`config.mk`:
```
export PLATFORM = sky130hd
export DESIGN_NAME = rf_wb_arbiter
export DESIGN_NICKNAME = d
export VERILOG_FILES = /design/src/rtl/rf_wb_arbiter.sv
export SDC_FILE = /design/constraint.sdc
export NUM_CORES = 1
export LEC_CHECK = 0
export ABC_AREA = 1
export BUFFER_PORTS_ARGS = -buffer_cell sky130_fd_sc_hd__buf_2
export CORE_AREA = 2 2 147 134
export CTS_CLUSTER_DIAMETER = 100
export DETAILED_ROUTE_END_ITERATION = 7
export DIE_AREA = 0 0 149 136
export GPL_TIMING_DRIVEN = 0
export PLACE_DENSITY_LB_ADDON = 0.2
export SYNTH_ARGS = -nofsm -noshare
export SYNTH_HDL_FRONTEND = slang
export SYNTH_HIERARCHICAL = 1
export SYNTH_SLANG_ARGS = --single-unit
```
`constraint.sdc`:
```
create_clock -name clk -period 2 [get_ports clk]
set_clock_uncertainty 0.15 [all_clocks]
set_input_delay 0.2 -clock clk [delete_from_list [all_inputs] [get_ports clk]]
set_output_delay 0.2 -clock clk [all_outputs]
set_load 0.005 [all_outputs]
```
`src/rtl/rf_wb_arbiter.sv`:
```
// Register-file writeback arbiter: two one-entry source buffers drained round-robin
// into a single registered write port (source 0 = ALU, source 1 = load).

module rf_wb_buf #(
  parameter int DATA_W = 64,
  parameter int REG_W  = 5
) (
  input  logic              clk,
  input  logic              reset,
  input  logic              valid,
  input  logic [REG_W-1:0]  rd_in,
  input  logic [DATA_W-1:0] data_in,
  input  logic              grant,
  output logic              ready,
  output logic              full,
  output logic [REG_W-1:0]  rd,
  output logic [DATA_W-1:0] data
);
  // A granted buffer drains this edge, so it may refill on the same edge.
  assign ready = !full || grant;

  always_ff @(posedge clk or posedge reset) begin
    if (reset) begin
      full <= 1'b0;
      rd   <= '0;
      data <= '0;
    end else if (valid && ready) begin
      full <= 1'b1;
      rd   <= rd_in;
      data <= data_in;
    end else if (grant) begin
      full <= 1'b0;
    end
  end
endmodule

module rf_wb_arbiter #(
  parameter int DATA_W = 64,
  parameter int REG_W  = 5
) (
  input  logic              clk,
  input  logic              reset,
  input  logic              s0_valid,
  input  logic [REG_W-1:0]  s0_reg,
  input  logic [DATA_W-1:0] s0_data,
  output logic              s0_ready,
  input  logic              s1_valid,
  input  logic [REG_W-1:0]  s1_reg,
  input  logic [DATA_W-1:0] s1_data,
  output logic              s1_ready,
  output logic              wb_write_the_register,
  output logic [REG_W-1:0]  wb_write_reg_num,
  output logic [DATA_W-1:0] wb_write_data,
  output logic              wb_grant_src,
  output logic              idle
);
  localparam int NSRC = 2;

  logic [NSRC-1:0]             valid, ready, full, grant;
  logic [NSRC-1:0][REG_W-1:0]  in_rd, buf_rd;
  logic [NSRC-1:0][DATA_W-1:0] in_data, buf_data;
  logic                        ptr, gnt_src, gnt_any;

  assign valid   = {s1_valid, s0_valid};
  assign in_rd   = {s1_reg, s0_reg};
  assign in_data = {s1_data, s0_data};
  assign s0_ready = ready[0];
  assign s1_ready = ready[1];

  generate
    for (genvar i = 0; i < NSRC; i++) begin : g_src
      rf_wb_buf #(.DATA_W(DATA_W), .REG_W(REG_W)) u_buf (
        .clk     (clk),
        .reset   (reset),
        .valid   (valid[i]),
        .rd_in   (in_rd[i]),
        .data_in (in_data[i]),
        .grant   (grant[i]),
        .ready   (ready[i]),
        .full    (full[i]),
        .rd      (buf_rd[i]),
        .data    (buf_data[i])
      );
    end
  endgenerate

  // Grant depends only on flops, keeping valid->ready free of combinational paths.
  always_comb begin
    gnt_any = |full;
    gnt_src = (full == 2'b11) ? ptr : full[1];
    grant   = '0;
    if (gnt_any) grant[gnt_src] = 1'b1;
  end

  always_ff @(posedge clk or posedge reset) begin
    if (reset) begin
      ptr                   <= 1'b0;
      wb_write_the_register <= 1'b0;
      wb_write_reg_num      <= '0;
      wb_write_data         <= '0;
      wb_grant_src          <= 1'b0;
    end else if (gnt_any) begin
      ptr                   <= ~gnt_src;
      wb_write_reg_num      <= buf_rd[gnt_src];
      wb_write_data         <= buf_data[gnt_src];
      wb_grant_src          <= gnt_src;
      // x0 still takes its slot but never reaches the register file.
      wb_write_the_register <= (buf_rd[gnt_src] != '0);
    end else begin
      wb_write_the_register <= 1'b0;
    end
  end

  assign idle = !full[0] && !full[1] && !wb_write_the_register;
endmodule
```
* Yosys cells after proc, flatten, opt, wreduce, memory -nomap -nowiden
Index checks and enable logic that the tools add are counted.
Word-level totals: register bits after elaboration 212, input bits 142, output and inout port bits 74, word-level logic and storage cells 42
Cells by class: magnitude comparators 2, equal/unequal tests 1, muxes and demuxes 13, bitwise logic cells 1, reduce and logical (&&, ||, !) cells 14
Operators by type and width (number):
- two-way mux 64 bit | 2
- two-way mux 5 bit | 2
- two-way mux 1 bit | 7
- logical AND 1 bit | 5
- nonzero test 5 bit | 1
- nonzero test 2 bit | 2
- logical NOT 1 bit | 3
- equality test 2 bit, second input constant | 1
- logical OR 1 bit | 2
- less-than comparator 1 x 2 -> 1 bit, second input constant | 1
- two-way mux 2 bit | 1
- OR reduction 2 bit | 1
- demux 1 bit (select 1 bit) | 1
- >= comparator 1 bit, second input constant | 1
- NOT 1 bit | 1

* Logic depth before layout (Yosys ltp)
depth after elaboration 10, mapped depth 12, gate-level depth less buffers 10

* Cells and area by module
Netlist, hierarchy kept.
By module, submodules not included:
- rf_wb_buf | instances 2, cells an instance 304, area an instance 2813.9 µm², seq. area each 1751.7 µm²
- rf_wb_arbiter | instances 1, cells an instance 397, area an instance 3209.3 µm², seq. area each 1801.7 µm²

* Worst setup path before layout
Ideal clock, no wire load.
path kind flip-flop to flip-flop, from register g_src[1].u_buf.full, to register g_src[0].u_buf.full, library setup time 121 ps, arrival 1467 ps, required time 1729 ps, path slack 262 ps, cell stages (with the launch flop) 10, path buffers 2, path through dfrtp_1 > or2_4 > nand2_1 > inv_2 > buf_2 > inv_1 > nand2_4 > nand2_4 > buf_4 > nand2_1
On the way: cells in the longest elaborated chain, start to end 10, elaborated cells between the ends (all ways) 13, classes of those cells order compare: 2; eq/ne: 1; mux: 5; reduce/logical: 5
Ends and longest elaborated chain:
- start, declared | line 15 | output logic full,
- start signal, assigned | line 24 | full <= 1'b0;
- start signal, assigned | line 28 | full <= 1'b1;
- start signal, assigned | line 32 | full <= 1'b0;
- equality test 2 bit | line 90 | gnt_src = (full == 2'b11) ? ptr : full[1];
- two-way mux 1 bit | line 90
- less-than comparator 1 x 2 -> 1 bit (implied by the code) / >= comparator 1 bit (equally long branches) | line 92 | if (gnt_any) grant[gnt_src] = 1'b1;
- logical AND 1 bit (implied by the code) | line 92
- two-way mux 1 bit (implied by the code) | line 92
- demux 1 bit (select 1 bit) | line 92
- two-way mux 2 bit * | line 92
- via grant[0] | line 59 | logic [NSRC-1:0] valid, ready, full, grant;
- logical OR 1 bit | line 20 | assign ready = !full || grant;
- logical AND 1 bit | line 27 | end else if (valid && ready) begin
- two-way mux 1 bit / nonzero test 2 bit (equally long branches)
- end signal, assigned | line 24
- end signal, assigned | line 28
- end signal, assigned | line 32
- end, declared | line 15
Mark *: on every way through the listed nets, which the timed path passes. The rest lies on a longest branch. A chain may end at the register's enable or synchronous reset.

* Final worst setup path
from register g_src[1].u_buf.full, to output port s1_ready
On the way: cells in the longest elaborated chain, start to end 8, elaborated cells between the ends (all ways) 11, classes of those cells order compare: 2; eq/ne: 1; mux: 4; reduce/logical: 4
Ends and longest elaborated chain:
- equality test 2 bit | line 90
- two-way mux 1 bit | line 90
- less-than comparator 1 x 2 -> 1 bit (implied by the code) / >= comparator 1 bit (equally long branches) | line 92
- logical AND 1 bit (implied by the code) | line 92
- two-way mux 1 bit (implied by the code) | line 92
- demux 1 bit (select 1 bit) | line 92
- two-way mux 2 bit | line 92
- logical OR 1 bit * | line 20
- end, declared | line 50 | output logic s1_ready,
Every way passes the cells marked *; elsewhere a longest branch is shown, timed or not.

==> impl_metrics.env <==
export IMPL_drtIter0Drc=528
export IMPL_tritoncts="done"
export IMPL_grt_max_degree=39
export IMPL_cts_root_buf="clkbuf_16"
export IMPL_die_w_um=149
export IMPL_remaining_drc_errors=0
export IMPL_powerDensity_nw_per_um2=1560
export IMPL_max_slew_worst_pin_slew_ps=800
export IMPL_hpwl_um=17400
export IMPL_fillers=1597
export IMPL_syn_cell_area_um2=8840
export IMPL_cp_required_ps=1650
export IMPL_crit_type="reg2out"
export IMPL_htreeDepth=1
export IMPL_clock_sinks=212
export IMPL_die_h_um=136
export IMPL_antenna_cells=0
export IMPL_yosys_warnings=6
export IMPL_drive_gt1_frac=0.242
export IMPL_setup_viol=0
export IMPL_avgSynthCellArea_um2=8.79
export IMPL_synth_cell_types=14
export IMPL_holdPathStages=4
export IMPL_status="completed"
export IMPL_layout_min_cycle_time_ps=1950
export IMPL_rr_worst_depth=10
export IMPL_cp_slowest_stage_delay_ps=440
export IMPL_end_kind="output pin"
export IMPL_fp_coreArea_um2=18900
export IMPL_cap_violations=0
export IMPL_critPathSlowestCell="dfrtp_2"
export IMPL_wirelength_um=26900
export IMPL_ios=216
export IMPL_rows=48
export IMPL_rr_endpoint="g_src[0].u_buf/data[30]"
export IMPL_worstHoldEndpoint="g_src[1].u_buf/data[26]"
export IMPL_clk_path_buf_depth=3
export IMPL_postLayoutSetupSlackWorst_ps=46.4
export IMPL_gp_congestion=0.811
export IMPL_area_delta_synth_final_pct=42.4
export IMPL_hold_start="s1_valid"
export IMPL_relSlewSlack=0.465
export IMPL_critPathTopFamily="buffers and inverters"
export IMPL_grt_pass1_vias=8432
export IMPL_path_depth=7
export IMPL_ys_seq_elements=212
export IMPL_portBuffers=213
export IMPL_grt_pass1_wl_um=42800
export IMPL_timing_rr_start="g_src[1].u_buf/full"
export IMPL_path_clk_slew_ps=60
export IMPL_nets=1537
export IMPL_whs_ps=37.5
export IMPL_firstDrtPassIters=6
export IMPL_cp_arrival_ps=1600
export IMPL_start_util=0.469
export IMPL_postRouteAntennaNets=0
export IMPL_vias=8351
export IMPL_syn_inst=1005
export IMPL_r2r_slack_ps=140
export IMPL_fmax_mhz=512
export IMPL_startpoint_type="flop"
export IMPL_p_leak_nw=6.70
export IMPL_overflow=0
export IMPL_path_max_fanout=10
export IMPL_synth_nets=1147
export IMPL_peakVddDrop_uv=698
export IMPL_wire_per_inst_um=16.2
export IMPL_clk_latency_ps=500
export IMPL_slew_viol_final=0
export IMPL_hold_class="in2reg"
export IMPL_min_period_over_period=0.977
export IMPL_pre_cts_slack_ps=-196
export IMPL_path_cells="buf_12 -> nand2_8 -> inv_8 -> inv_1 -> nand2_4 -> buf_6 -> buf_2"
export IMPL_globalRouteTotalUtil=0.269
export IMPL_ys_seq_area_frac=0.600
export IMPL_path_buf_inv=5
export IMPL_hold_violations=0
export IMPL_die_area_um2=20300
export IMPL_via_per_inst=5.03
export IMPL_numCtsBuffers=23
export IMPL_grt_antenna_before_repair=0
==> metrics by stage <==
| stage | area (um2) | instances | TNS, ps | total power, mW | util |
|---|---|---|---|---|---|
| final | 12600 | 1661 | 0 | 19.7 | 0.667 |
| after global routing | 12600 | 1661 | -5.61 | 21.2 | 0.667 |
| after CTS | 12600 | 1659 | -48.8 | 19.8 | 0.666 |
| after detailed placement | 10300 | 1472 | -14490 | 15.0 | 0.547 |
| after global placement | 10200 | 1468 | -12130 | 14.7 | 0.542 |
| after floorplan | 8850 | 1005 | 0 | 12.2 | - |
==> state kept, by name (all words and copies together), names as in the netlist <==
name / cells
g_src.u_buf/data: 128
g_src.u_buf/full: 2
g_src.u_buf/rd: 10
ptr: 1
wb_grant_src: 1
wb_write_data: 64
wb_write_reg_num: 5
wb_write_the_register: 1
==> per-layer routing <==
layer	routed length, um	global-route usage	vias to the layer above
li1	-	-	3977
met1	11700	0.364	4042
met2	13100	0.460	280
met3	1420	0.0372	52
met4	689	0.0704	0
met5	0	0	-
==> cell usage in the layout (no fill, tap or decap) <==
cell type / count
dlygate4sd3_1: 139
nand2_4: 6
buf_6: 24
buf_12: 5
or2_4: 1
inv_2: 2
clkbuf_8: 7
clkinvlp_4: 3
inv_1: 8
o21ai_0: 8
inv_8: 1
bufinv_16: 1
nand2_1: 486
dfrtp_1: 210
inv_4: 2
buf_4: 21
buf_2: 242
nor2_2: 1
clkbuf_1: 10
nand3b_1: 1
nand2_8: 1
nor2_1: 2
clkbuf_16: 23
nand3_1: 205
dfrtp_2: 2
==> cell type report <==
type                            instances  area [um2]  share of cell area
Clock inverter                          1        30.0             0.00239
Inverter                               16        83.8             0.00666
Tap cell                              250         313              0.0249
Clock buffer                           40         709              0.0564
Sequential cell                       212        5310               0.422
Buffer                                 63         484              0.0385
Multi-Input combinational cell        711        3010               0.239
Timing Repair Buffer                  368        2650               0.210
==> cell usage after synthesis, drive strengths merged <==
cell type | number | area (um2)
nand2 | 493 | 1890
dfrtp | 212 | 5310
nand3 | 205 | 1030
buf | 66 | 493
inv | 16 | 60.1
o21ai | 8 | 40.0
nor2 | 3 | 11.3
nand3b | 1 | 7.51
or2 | 1 | 8.76
==> repair_timing <==
action                                 CTS  global route
gates resized for setup                 18             2
hold buffers                           139             0
setup buffers                            9             3
setup endpoints to repair              142             2
cloned                                   0             0
pin swaps                                6             2
endpoints found under the hold margin  219             0
==> logic make-up after synthesis <==
logic type / share of synthesized area
AND/OR/NAND/NOR: 0.333
AO/OA/AOI/OAI: 0.00453
buffers and inverters: 0.0626
flip-flops: 0.600
==> worst max-delay path by stage <==
stage / endpoint / start
6_report: s1_ready / g_src[1].u_buf/full
5_1_grt: s1_ready / g_src[1].u_buf/full
4_1_cts: s0_ready / g_src[1].u_buf/full
3_5_place_dp: g_src[0].u_buf/data[28] / g_src[0].u_buf/full
3_3_place_gp: g_src[0].u_buf/data[28] / g_src[0].u_buf/full
2_1_floorplan: g_src[0].u_buf/full / g_src[1].u_buf/full
==> power breakdown <==
group          internal, mW  switching [mW]  total [mW]
sequential             6.44            1.15        7.59
combinational          3.22            4.72        7.94
clock                  2.51            1.64        4.15
total                  12.2            7.51        19.7
==> tightest hold or removal path: cells and delay by family <==
kind / cells / cell delay (ps)
and+or+nand+nor: 2 / 120
buffers and inverters: 2 / 310
No activity file was read; power rests on OpenSTA's default activity.
